--- config.mk ---
export PLATFORM = sky130hd
export DESIGN_NAME = chad_xstack
export DESIGN_NICKNAME = d
export VERILOG_FILES = /design/src/rtl/chad_xstack.sv
export SDC_FILE = /design/constraint.sdc
export NUM_CORES = 1
export LEC_CHECK = 0
export BUFFER_PORTS_ARGS = -buffer_cell sky130_fd_sc_hd__buf_2
export CORE_MARGIN = 3
export CORE_UTILIZATION = 50
export DETAILED_ROUTE_END_ITERATION = 12
export PLACE_DENSITY = 0.67
export SYNTH_ARGS = -nofsm -noshare
export SYNTH_HDL_FRONTEND = slang
export SYNTH_SLANG_ARGS = --single-unit
--- constraint.sdc ---
create_clock -name clk -period 3.79 [get_ports clk]
set_input_delay 0.1895 -clock clk [delete_from_list [all_inputs] [get_ports clk]]
set_output_delay 0.1895 -clock clk [all_outputs]
set_load 0.005 [all_outputs]
--- src/rtl/chad_xstack.sv ---
// -----------------------------------------------------------------------------
// chad_xstack -- circular hardware stack with depth tracking and sticky errors
//
// A DEPTH-cell circular stack with a free-running AW-bit pointer. Each
// non-held clock edge moves the pointer by a signed 2-bit delta (+1, 0, -1, -2)
// and can write a new value into the cell that becomes the top after the move.
// The top cell and an arbitrary cell below it ("pick") are read
// combinationally. A separate live-cell counter saturates at 0 and DEPTH and
// raises sticky overflow/underflow flags when an operation would leave that
// range. The pointer itself always moves, so an overflowing push overwrites the
// oldest cell.
//
// Ports
//   clk        in   1      sole clock, rising edge
//   resetq     in   1      asynchronous active-low reset (pointer, count, flags)
//   hold       in   1      freezes all state while high
//   we         in   1      write wd into the post-move top cell
//   wd         in   WIDTH  write data
//   delta      in   2      pointer move: 01=+1, 00=0, 11=-1, 10=-2
//   rd         out  WIDTH  current top cell, combinational
//   pick_idx   in   AW     offset below the top for pick_data
//   pick_data  out  WIDTH  cell at (sp - pick_idx) mod DEPTH, combinational
//   depth      out  AW+1   live cell count, 0..DEPTH
//   clr_err    in   1      clears ovf/unf (a same-edge new error wins)
//   ovf        out  1      sticky overflow
//   unf        out  1      sticky underflow
// -----------------------------------------------------------------------------
module chad_xstack #(
    parameter int WIDTH = 18,
    parameter int DEPTH = 16,
    parameter int AW    = $clog2(DEPTH)
) (
    input  logic             clk,
    input  logic             resetq,
    input  logic             hold,
    input  logic             we,
    input  logic [WIDTH-1:0] wd,
    input  logic [1:0]       delta,
    output logic [WIDTH-1:0] rd,
    input  logic [AW-1:0]    pick_idx,
    output logic [WIDTH-1:0] pick_data,
    output logic [AW:0]      depth,
    input  logic             clr_err,
    output logic             ovf,
    output logic             unf
);

    localparam logic [AW:0] FULL_COUNT = (AW+1)'(DEPTH);

    // Storage and state
    logic [WIDTH-1:0] r_mem [DEPTH];
    logic [AW-1:0]    r_sp;
    logic [AW:0]      r_depth;
    logic             r_ovf;
    logic             r_unf;

    // Next-state terms
    logic [AW-1:0]    w_sp_next;
    logic [AW:0]      w_depth_next;
    logic             w_ovf_evt;
    logic             w_unf_evt;
    logic             w_ovf_next;
    logic             w_unf_next;
    logic [AW-1:0]    w_pick_addr;
    logic             w_wr_en;

    // Pointer move: plain modulo-DEPTH arithmetic, it never saturates.
    always_comb begin
        w_sp_next = r_sp;
        case (delta)
            2'b01:   w_sp_next = r_sp + AW'(1);
            2'b11:   w_sp_next = r_sp - AW'(1);
            2'b10:   w_sp_next = r_sp - AW'(2);
            default: w_sp_next = r_sp;
        endcase
    end

    // Live-count update. The count saturates at both ends; hitting a limit
    // raises the matching error event instead of moving past it.
    always_comb begin
        w_depth_next = r_depth;
        w_ovf_evt    = 1'b0;
        w_unf_evt    = 1'b0;
        case (delta)
            2'b01: begin
                if (r_depth == FULL_COUNT) begin
                    w_ovf_evt = 1'b1;
                end else begin
                    w_depth_next = r_depth + (AW+1)'(1);
                end
            end
            2'b11: begin
                if (r_depth == '0) begin
                    w_unf_evt = 1'b1;
                end else begin
                    w_depth_next = r_depth - (AW+1)'(1);
                end
            end
            2'b10: begin
                if (r_depth < (AW+1)'(2)) begin
                    w_unf_evt    = 1'b1;
                    w_depth_next = '0;
                end else begin
                    w_depth_next = r_depth - (AW+1)'(2);
                end
            end
            default: w_depth_next = r_depth;
        endcase
    end

    // A fresh error on the same edge as clr_err keeps the flag set.
    assign w_ovf_next = (r_ovf & ~clr_err) | w_ovf_evt;
    assign w_unf_next = (r_unf & ~clr_err) | w_unf_evt;

    always_ff @(posedge clk or negedge resetq) begin
        if (!resetq) begin
            r_sp    <= '0;
            r_depth <= '0;
            r_ovf   <= 1'b0;
            r_unf   <= 1'b0;
        end else if (!hold) begin
            r_sp    <= w_sp_next;
            r_depth <= w_depth_next;
            r_ovf   <= w_ovf_next;
            r_unf   <= w_unf_next;
        end
    end

    // Memory contents survive reset. Writes are qualified by resetq so an
    // edge that arrives while reset is held cannot commit a pending write.
    assign w_wr_en = resetq & ~hold & we;

    always_ff @(posedge clk or negedge resetq) begin
        if (!resetq) begin
            // contents intentionally left untouched
        end else if (w_wr_en) begin
            r_mem[w_sp_next] <= wd;
        end
    end

    // Pick address wraps modulo DEPTH through the AW-bit subtraction.
    assign w_pick_addr = r_sp - pick_idx;

    assign rd        = r_mem[r_sp];
    assign pick_data = r_mem[w_pick_addr];
    assign depth     = r_depth;
    assign ovf       = r_ovf;
    assign unf       = r_unf;

endmodule
After elaboration in Yosys (flattened, before gate mapping) --
Memories as Yosys holds them, arrays and structs flattened. Index checks and enable logic that the tools add are counted.
Operators by class: add/sub/neg operators 7, magnitude comparators 1, eq/ne operators 6, muxes and demuxes 12, bitwise logic cells 8, reduce and logical (&&, ||, !) cells 4
Operator list (number):
- 5-bit 2-to-1 mux | 3
- 5-bit case mux with 3 select lines | 1
- 4-bit case mux with 3 select lines | 1
- 1-bit 2-to-1 mux | 6
- 5-bit by 1-bit adder with 5-bit output (second input constant) | 1
- 5-bit equality test (second input constant) | 1
- 5-bit logical NOT | 1
- 5-bit by 2-bit < comparator with 1-bit output (second input constant) | 1
- 5-bit by 1-bit subtractor with 5-bit output (second input constant) | 1
- 5-bit by 2-bit subtractor with 5-bit output (second input constant) | 1
- 4-bit by 1-bit adder with 4-bit output (second input constant) | 1
- 1-bit bitwise AND | 4
- 2-bit equality test (second input constant) | 2
- 2-bit != test (second input constant) | 2
- 4-bit AND reduction | 1
- 4-bit by 1-bit subtractor with 4-bit output (second input constant) | 1
- 4-bit by 2-bit subtractor with 4-bit output (second input constant) | 1
- 4-bit subtractor | 1
- 3-bit nonzero test | 1
- 2-bit by 1-bit equality test with 1-bit output (second input constant) | 1
- 1-bit inverter | 2
- 1-bit bitwise OR | 2
- 1-bit case mux with 2 select lines | 1
- 1-bit logical AND | 1
Storage, ports and cells: flip-flop bits (word level) 11, RAM bits 288, output and inout bits 43, word-level logic and storage cells 43, memories 1
Memories:
- r_mem | words 16, bits a word 18, rd ports 2, clocked after memory_dff 0, wr ports 1, RTL line 51 | logic [WIDTH-1:0] r_mem [DEPTH];

Depth between registers and ports, before layout --
Gate-level depths: netlist of run 1.
depth after elaboration 6, depth in mapped cells 12, gate-level depth less buffers 7

Worst setup path before layout of run 1 --
OpenSTA, ideal clock, no wires.
path kind flip-flop to flip-flop, from register r_sp[1], to memory r_mem[15][0] (enable), setup time 0.416 ns, arrival time 3.006 ns, setup slack 0.368 ns, stages on the path, launching flop included 9, path buffers 2, clock period less this slack 3.422 ns, path through dfrtp_1 -> buf_4 -> buf_4 -> xnor2_1 -> ha_1 -> or3_1 -> a21oi_2 -> o31ai_1 -> nor3_1
On the way: word-level cells in the longest chain between the ends 2
Ends and longest elaborated chain:
- from (decl) | RTL line 52 | logic [AW-1:0] r_sp;
- from (signal assigned) | RTL line 122 | r_sp <= w_sp_next;
- 4-bit by 2-bit subtractor with 4-bit output (tied with other cells) | RTL line 73 | 2'b10: w_sp_next = r_sp - AW'(2);
- 4-bit case mux with 3 select lines (*) | RTL line 70 | case (delta)
- to (decl) | RTL line 51
Mark *: on every way between the ends. The rest lies on a longest branch, timed or not.

Worst setup path after layout of run 1 --
from register r_sp[2], to output pick_data[11]
On the way: word-level cells in the longest chain between the ends 2
Ends and longest elaborated chain:
- 4-bit subtractor | RTL line 142 | assign w_pick_addr = r_sp - pick_idx;
- memory 16 x 18 bit
- to (decl) | RTL line 41 | output logic [WIDTH-1:0] pick_data,
No other way between the ends.

==> impl_metrics.env, run 1 <==
export IMPL_syn_nets=932
export IMPL_tightest_slew_ns=0.934
export IMPL_setup_tns_ns=0
export IMPL_cts_buffers=31
export IMPL_gp_congestion=0.811
export IMPL_crit_required_ns=3.60
export IMPL_status="finished clean"
export IMPL_period_share_pct=94.8
export IMPL_yosysSeqAreaShare_pct=60.6
export IMPL_whs_ns=0.0130
export IMPL_p_leak_nw=5.75
export IMPL_grtUsageTotal_pct=23.8
export IMPL_worst_slack_ns=0.195
export IMPL_worstSetupEndpointType="output port"
export IMPL_grt_first_pass_wirelength_mm=56.3
export IMPL_synth_async_reset_ratio_pct=3.68
export IMPL_grt_max_degree=117
export IMPL_synthCells=895
export IMPL_dpl_worst_slack_ns=0.778
export IMPL_synth_avg_cell_area_sq_um=16.4
export IMPL_die_h_um=178
export IMPL_areaGrowthSynthToFinish_pct=14.1
export IMPL_initial_core_util_pct=51.0
export IMPL_insertion_delay_ns=0.56
export IMPL_dp_hpwl_mm=21.8
export IMPL_antenna_found_initial=0
export IMPL_synthFlopType="edfxtp_1"
export IMPL_worst_setup_path_type="reg2out"
export IMPL_max_freq_mhz=278
export IMPL_hold_viol_final=0
export IMPL_cap_violations=0
export IMPL_rsz0062_at_grt="no"
export IMPL_cts_root_buf="clkbuf_16"
export IMPL_cts_sinks=299
export IMPL_grt_pass1_vias=9178
export IMPL_ys_warn_count=0
export IMPL_port_buffers=71
export IMPL_ys_ff_latch=299
export IMPL_setup_violations=0
export IMPL_die_w_um=178
export IMPL_cts_hold_buf=9
export IMPL_clock_path_buffers=3
export IMPL_drt_pass1_iterations=5
export IMPL_drc_errors=0
export IMPL_ant_nets=0
export IMPL_hp_class="in2reg"
export IMPL_globalRouteOverflowTotal=0
export IMPL_cp_start_kind="flop"
export IMPL_die_area_sq_um=31500
export IMPL_drive_gt1_share_pct=30.1
export IMPL_clkTransAtPathRegs_ns=0.06
export IMPL_antenna_cells=0
export IMPL_cts_tree="built"
export IMPL_wl_per_cell_um=26.9
export IMPL_pwr_density_cell_nw_per_um2=796
export IMPL_slew_headroom_pct=37.8
export IMPL_syn_cell_area_sq_um=14700
export IMPL_totalWireLength_mm=37.3
export IMPL_viasPerCell=6.59
export IMPL_fin_skew_ns=0.0104
export IMPL_vias=9114
export IMPL_slew_viol_final=0
export IMPL_ctsResizeCount=0
export IMPL_final_nets=1015
export IMPL_min_period_ns=3.59
export IMPL_cp_max_fo=25
export IMPL_rows=62
export IMPL_synth_distinct_cells=59
export IMPL_core_area_sq_um=28900
export IMPL_total_power_mw=13.4
export IMPL_io_pins=72
export IMPL_synth_edf_count=288
export IMPL_h_tree_depth=1
export IMPL_drt_iter0_drc=991
export IMPL_cp_arrival_ns=3.41
export IMPL_post_cts_buffers=0
export IMPL_irDropWorstVdd_uv=630
[critical path: stages (launching register included)]
cell	delay (ns)
dfrtp_1	0.60
ha_1	0.44
a21oi_1	0.28
nand3_2	0.56
buf_4	0.44
a22o_1	0.25
nand3_1	0.12
buf_2	0.14
[sequential cells by signal, indices dropped and copies added, names as in the netlist]
| name | count |
|---|---|
| ovf | 1 |
| unf | 1 |
| depth | 5 |
| r_sp | 4 |
| r_mem | 288 |
[per-stage QoR]
step | cell area [sq um] | util, % | instances
2_1_floorplan | 14700 | - | 895
3_5_place_dp | 15700 | 54.3 | 1319
5_1_grt | 16800 | 58.2 | 1384
4_1_cts | 16800 | 58.1 | 1383
3_3_place_gp | 15700 | 54.3 | 1319
6_report | 16800 | 58.2 | 1384
[power by group]
| part | total [mW] | switching, mW | internal [mW] | leakage, nW |
|---|---|---|---|---|
| sequential | 3.88 | 0.119 | 3.77 | 2.72 |
| clock | 3.06 | 1.23 | 1.83 | 0.497 |
| combinational | 6.42 | 3.55 | 2.87 | 2.53 |
[layout by cell type (no fill, tap or decap), types with 4 or more instances in the layout]
| cell | instances |
|---|---|
| a221oi_1 | 36 |
| bufinv_16 | 5 |
| nand3b_1 | 6 |
| clkbuf_1 | 6 |
| nor2_1 | 10 |
| xnor2_1 | 8 |
| mux4_2 | 108 |
| nor3_1 | 6 |
| o31ai_1 | 5 |
| nand3_1 | 19 |
| nand2_1 | 62 |
| buf_2 | 71 |
| a22o_1 | 18 |
| nand4_1 | 39 |
| a21oi_2 | 5 |
| clkbuf_16 | 31 |
| mux2i_1 | 74 |
| buf_12 | 5 |
| nand2b_1 | 4 |
| clkinv_2 | 5 |
| dlygate4sd3_1 | 10 |
| inv_1 | 11 |
| buf_4 | 38 |
| clkinv_1 | 6 |
| o21ai_0 | 24 |
| dfrtp_1 | 9 |
| ha_1 | 6 |
| edfxtp_1 | 288 |
| a22oi_1 | 19 |
| nor3_2 | 12 |
[path summary, 6_finish.rpt]
kind	depth (start not counted)	end	slack, ns	from
setup / recovery	7	pick_data[11]	0.20	r_sp[2]
hold / removal	1	r_mem[10][10]	0.01	wd[10]
setup reg to reg	6	r_mem[4][0]	0.78	r_sp[1]
hold reg to reg	2	ovf	0.49	ovf
max in group asynchronous	2	r_sp[1]	3.48	resetq
min in group asynchronous	2	r_sp[3]	0.05	resetq
[cell type report]
type / instances / area, sq um
Inverter: 11 / 41.3
Sequential cell: 299 / 8930
Tap cell: 384 / 480
Multi-Input combinational cell: 511 / 5480
Clock buffer: 37 / 798
Clock inverter: 18 / 215
Fill cell: 2218 / 12100
Timing Repair Buffer: 124 / 841
[cells in the mapped netlist (all sizes together) (5+ instances only)]
cell / n / area share [%]
a22o: 18 / 1.1
a22oi: 19 / 0.97
a21oi: 9 / 0.41
buf: 51 / 2.1
nor2: 11 / 0.30
nor3: 18 / 0.61
a221oi: 36 / 2.1
clkbuf: 23 / 0.59
nand3b: 6 / 0.31
o31ai: 5 / 0.26
o21ai: 25 / 0.85
xnor2: 9 / 0.59
ha: 7 / 0.60
inv: 11 / 0.28
nand3: 20 / 0.71
mux4: 108 / 17
nand4: 39 / 1.7
mux2i: 74 / 5.0
dfrtp: 11 / 1.9
edfxtp: 288 / 59
nand2: 62 / 1.6
[cell families (layout without fill, tap and decap cells)]
group	Yosys count	in the layout	synth area share, %
flip-flops	299	299	60.6
multiplexers	183	183	21.7
AND/OR/NAND/NOR	176	176	6.27
AO/OA/AOI/OAI	133	133	6.95
buffers and inverters	85	190	3.01
XOR/XNOR	11	11	0.757
adder cells (fa/ha/maj)	8	8	0.731
[routing by layer]
layer | GRT usage, % | share of wire, % | routed length, um | up-vias
met5 | 0 | 0 | 0 | -
met4 | 6.74 | 2.6 | 983 | 0
met3 | 3.62 | 6.7 | 2480 | 73
met2 | 38.8 | 49 | 18100 | 365
met1 | 33.7 | 42 | 15700 | 4749
li1 | - | - | - | 3927
No activity file was read; power rests on OpenSTA's default activity.
==> run 2, diff against run 1 <==
- BUFFER_PORTS_ARGS: -buffer_cell sky130_fd_sc_hd__buf_2 -> -buffer_cell sky130_fd_sc_hd__buf_4
- RECOVER_POWER: not set -> 50
==> run 2 against run 1 <==
  * Highest routed layer unchanged
  * Largest power group unchanged
  * Routed wire length is essentially flat
  * Critical path depth grew 2
  * Combinational power grew 4.4%
  * Utilization grew 0.72 points
==> impl_metrics.env, run 2 (synthesis gave the netlist of run 1 again) <==
export IMPL_fin_skew_ns=0.00963
export IMPL_hold_depth=2
export IMPL_antenna_found_initial=0
export IMPL_wl_per_cell_um=26.7
export IMPL_cp_arrival_ns=3.46
export IMPL_totalWireLength_mm=37.3
export IMPL_grt_max_degree=117
export IMPL_initial_core_util_pct=51.0
export IMPL_antenna_cells=0
export IMPL_reg2reg_slack_ns=0.69
export IMPL_slew_viol_final=0
export IMPL_irDropWorstVdd_uv=639
export IMPL_cp_start_kind="flop"
export IMPL_post_cts_buffers=0
export IMPL_worst_setup_path_type="reg2out"
export IMPL_dp_hpwl_mm=22.4
export IMPL_top_register="r_mem"
export IMPL_max_freq_mhz=274
export IMPL_vias=9142
export IMPL_hold_end="unf"
export IMPL_tightest_slew_ns=0.977
export IMPL_total_power_mw=13.6
export IMPL_period_share_pct=96.4
export IMPL_rsz0062_at_grt="no"
export IMPL_ant_nets=0
export IMPL_cp_max_fo=23
export IMPL_rr_startpoint="r_sp[1]"
export IMPL_ctsResizeCount=0
export IMPL_die_w_um=178
export IMPL_setup_tns_ns=0
export IMPL_cts_tree="built"
export IMPL_r2r_end="r_mem[10][12]"
export IMPL_cap_violations=0
export IMPL_setup_violations=0
export IMPL_io_pins=72
export IMPL_pwr_density_cell_nw_per_um2=797
export IMPL_largest_reg_flops=288
export IMPL_clkTransAtPathRegs_ns=0.06
export IMPL_drt_pass1_iterations=5
export IMPL_cts_root_buf="clkbuf_16"
export IMPL_cp_num_buf_inv=3
export IMPL_design_area_sq_um=17000
export IMPL_hold_start="delta[1]"
export IMPL_status="finished clean"
export IMPL_p_leak_nw=5.79
export IMPL_h_tree_depth=1
export IMPL_drc_errors=0
export IMPL_cts_buffers=31
export IMPL_clock_path_buffers=3
export IMPL_gp_congestion=0.806
export IMPL_port_buffers=71
export IMPL_final_common_cell="edfxtp_1"
export IMPL_areaGrowthSynthToFinish_pct=15.5
export IMPL_dpl_cell_count=1323
export IMPL_drt_iter0_drc=992
export IMPL_crit_required_ns=3.60
export IMPL_crit_family="adder cells"
export IMPL_slowest_stage="fa_4"
export IMPL_final_nets=1031
export IMPL_final_util_pct=58.9
export IMPL_min_period_ns=3.65
export IMPL_cts_sinks=299
export IMPL_slew_headroom_pct=34.8
export IMPL_cts_hold_buf=22
export IMPL_globalRouteOverflowTotal=0
export IMPL_crit_chain="inv_1, ha_4, fa_4, buf_12, mux4_2, nand2_1, a22o_1, nand3_1, buf_4"
export IMPL_rows=62
export IMPL_drive_gt1_share_pct=27.6
export IMPL_die_area_sq_um=31500
export IMPL_fin_cells=1397
export IMPL_hold_viol_final=0
export IMPL_slowest_delay_ns=1.07
export IMPL_insertion_delay_ns=0.56
export IMPL_placed_cell_area_sq_um=15900
export IMPL_hp_class="in2reg"
export IMPL_die_h_um=178
export IMPL_grt_pass1_vias=9211
export IMPL_grtUsageTotal_pct=23.8
export IMPL_grt_first_pass_wirelength_mm=56.3
export IMPL_final_cell_mix="288 x edfxtp_1, 108 x mux4_2, 84 x buf_4, 74 x mux2i_1, 62 x nand2_1"
export IMPL_viasPerCell=6.54
export IMPL_worstSetupEndpointType="output port"
export IMPL_core_area_sq_um=28900
export IMPL_reg2regPathDepth=7
-- run 2: worst reg2reg max path, cell delays in order (launching register included) --
cell	delay, ns
dfrtp_4	0.40
buf_4	0.28
buf_4	0.62
or3_1	0.29
a21o_1	0.15
nand4_1	0.21
nor3_1	0.30
clkbuf_1	0.48
-- run 2: how the worst max path moves through the flow --
stage	slack (ns)	from	cells after the start	to
finish	0.14	r_sp[0]	9	pick_data[15]
global route	0.05	r_sp[0]	9	pick_data[15]
CTS	0.13	r_sp[0]	9	pick_data[5]
detailed placement	0.73	r_sp[0]	9	pick_data[5]
global placement	0.74	r_sp[0]	9	pick_data[15]
floorplan	0.37	r_sp[1]	8	r_mem[15][0]
-- run 2: metrics by stage --
step                      setup slack (ns)  hold WS, ns
after CTS                            0.133       0.0557
after detailed placement             0.733       0.0448
after global routing                0.0487        0.108
after global placement               0.738       0.0458
final                                0.137       0.0847
after floorplan                      0.368       -0.106
-- run 2: per-layer routing --
layer  GRT usage (%)  vias to the layer above  part of all wire (%)
li1                -                     3951                     -
met1            32.7                     4763                    41
met2            40.7                      366                    50
met3            3.47                       62                   6.6
met4            5.46                        0                   2.3
met5               0                        -                     0
-- run 2: final cells by class --
cell class                      count  area, sq um
Fill cell                        2224        11900
Sequential cell                   299         8930
Multi-Input combinational cell    511         5460
Timing Repair Buffer              140         1120
Clock buffer                       36          795
Tap cell                          384          480
Clock inverter                     16          173
Inverter                           11         41.3
-- run 2: where the power goes --
group | internal (mW) | leakage [nW] | switching [mW]
combinational | 3.15 | 2.59 | 3.56
sequential | 3.77 | 2.72 | 0.146
clock | 1.75 | 0.477 | 1.19
==> run 3, diff against run 2 <==
- GPL_TIMING_DRIVEN: not set -> 0
==> run 3 against run 2 <==
  * Non-clock buffer count up 49
  * Power increased by 7.8%
  * Flip-flop and latch count stayed put
  * Critical path depth is 2 higher
  * Clock power increased by 17%
  * Clock-buffer cell count increased by 2
  * Worst setup slack got worse by 0.042 ns
  * Sequential share of layout area fell by 1.3 points
  * Final area up 2.5%
  * Clock skew rose by 0.011 ns
  * Combinational power up 9.4%
  * Global-route usage up 2.9 points
  * Critical path type unchanged
  * Largest cell class unchanged
==> impl_metrics.env, run 3 (synthesis gave the netlist of run 1 again) <==
export IMPL_total_power_mw=14.6
export IMPL_cts_sinks=299
export IMPL_dp_hpwl_mm=28.7
export IMPL_io_pins=72
export IMPL_worst_slack_ns=0.0945
export IMPL_rsz0062_at_grt="no"
export IMPL_nFillCells=2202
export IMPL_slew_headroom_pct=33.2
export IMPL_p_clk_share_pct=23.6
export IMPL_viasPerCell=6.55
export IMPL_wl_per_cell_um=28.6
export IMPL_antenna_found_initial=0
export IMPL_hold_viol_final=0
export IMPL_cp_arrival_ns=3.51
export IMPL_cp_start_kind="flop"
export IMPL_initial_core_util_pct=51.0
export IMPL_reg2regPathDepth=9
export IMPL_pwr_share_comb_pct=50.2
export IMPL_crit_required_ns=3.60
export IMPL_cts_buffers=34
export IMPL_areaGrowthSynthToFinish_pct=18.4
export IMPL_reg2reg_slack_ns=0.22
export IMPL_grt_first_pass_wirelength_mm=61.2
export IMPL_tightest_slew_ns=0.994
export IMPL_fin_cells=1453
export IMPL_slew_viol_final=0
export IMPL_drive_gt1_share_pct=29.3
export IMPL_clock_path_buffers=3
export IMPL_intPower_mw=9.11
export IMPL_placed_cell_area_sq_um=16100
export IMPL_status="finished clean"
export IMPL_largest_reg_flops=288
export IMPL_startpoint="r_sp[0]"
export IMPL_die_w_um=178
export IMPL_ant_nets=0
export IMPL_final_cell_mix="288 x edfxtp_1, 108 x mux4_2, 74 x mux2i_1, 63 x buf_4, 62 x nand2_1"
export IMPL_switching_share_pct=37.6
export IMPL_insertion_delay_ns=0.52
export IMPL_top_register="r_mem"
export IMPL_max_freq_mhz=271
export IMPL_globalRouteOverflowTotal=0
export IMPL_seq_power_share_pct=26.3
export IMPL_drc_errors=0
export IMPL_dpl_cell_count=1376
export IMPL_grt_pass1_vias=9676
export IMPL_final_common_cell="edfxtp_1"
export IMPL_port_buffers=71
export IMPL_worstSetupEndpointType="output port"
export IMPL_h_tree_depth=2
export IMPL_p_leak_nw=6.02
export IMPL_setup_tns_ns=0
export IMPL_worst_setup_path_type="reg2out"
export IMPL_min_period_ns=3.70
export IMPL_cap_violations=0
export IMPL_final_nets=1083
export IMPL_design_area_sq_um=17400
export IMPL_r2r_end="r_mem[3][7]"
export IMPL_grtUsageTotal_pct=26.8
export IMPL_rr_startpoint="r_sp[2]"
export IMPL_gp_congestion=0.844
export IMPL_dpl_worst_slack_ns=-0.170
export IMPL_irDropWorstVdd_uv=494
export IMPL_core_area_sq_um=28900
export IMPL_cts_root_buf="clkbuf_16"
export IMPL_period_share_pct=97.5
export IMPL_pwr_density_cell_nw_per_um2=839
export IMPL_grt_max_degree=20
export IMPL_drt_iter0_drc=1147
export IMPL_totalWireLength_mm=41.6
export IMPL_vias=9514
export IMPL_die_h_um=178
export IMPL_cp_max_fo=19
export IMPL_fin_skew_ns=0.0207
export IMPL_clkTransAtPathRegs_ns=0.06
export IMPL_drt_pass1_iterations=5
export IMPL_antenna_cells=0
export IMPL_hp_class="in2reg"
export IMPL_rows=62
export IMPL_setup_violations=0
export IMPL_crit_end="pick_data[16]"
export IMPL_p_sw_mw=5.50
export IMPL_post_cts_buffers=0
export IMPL_die_area_sq_um=31500
export IMPL_cts_tree="built"
[run 3: cell type report]
type,instances,area (sq um),area share (%)
clock buffer,38,887,5.09
sequential,299,8920,51.2
inverter,11,41.3,0.237
timing repair buffer,116,941,5.40
buffer,73,438,2.51
tap,384,480,2.76
multi-input combinational,511,5430,31.2
clock inverter,21,280,1.61
[run 3: critical path, cell delays in order, from the launching register on]
cell and delay [ns]:
dfrtp_1 0.36, buf_4 0.19, buf_8 0.22, inv_1 0.11
ha_1 0.22, fa_1 0.54, xnor2_4 0.42, buf_2 0.40
nand2_1 0.09, a22o_1 0.22, nand3_1 0.11, buf_4 0.12
[run 3: how the worst min path moves through the flow]
stage	start	endpoint	cells past startpoint
floorplan	resetq	depth[0]	0
global placement	resetq	r_sp[2]	1
detailed placement	resetq	r_sp[2]	1
CTS	wd[15]	r_mem[6][15]	1
global route	delta[1]	ovf	3
finish	delta[1]	ovf	3
[run 3: per-stage QoR]
stage | hold slack, ns | util (%)
floorplan | -0.106 | -
global placement | 0.0322 | 54.5
detailed placement | 0.0361 | 55.8
CTS | 0.00612 | 60.7
global route | 0.0144 | 60.4
finish | 0.0125 | 60.4
[run 3: power by group through the flow]
stage          Clock (mW)  Combinational [mW]  Sequential (mW)
4_1_cts              3.47                7.31             3.84
3_5_place_dp            0                7.21             3.90
3_3_place_gp            0                7.09             3.91
2_1_floorplan           0                4.46             3.89
6_report             3.44                7.33             3.84
5_1_grt              3.61                7.75             3.85
[run 3: timing repair]
action	in CTS	in global routing
resized for setup	13	9
hold endpoints to repair	254	0
setup endpoints to repair	18	15
hold buffers	19	0
[run 3: layer usage]
metal	vias to the layer above	global-route usage, %	routed length [um]
li1	4069	-	-
met1	4880	36.3	16200
met2	490	44.4	20600
met3	75	5.82	3880
met4	0	6.94	943
met5	-	0	0
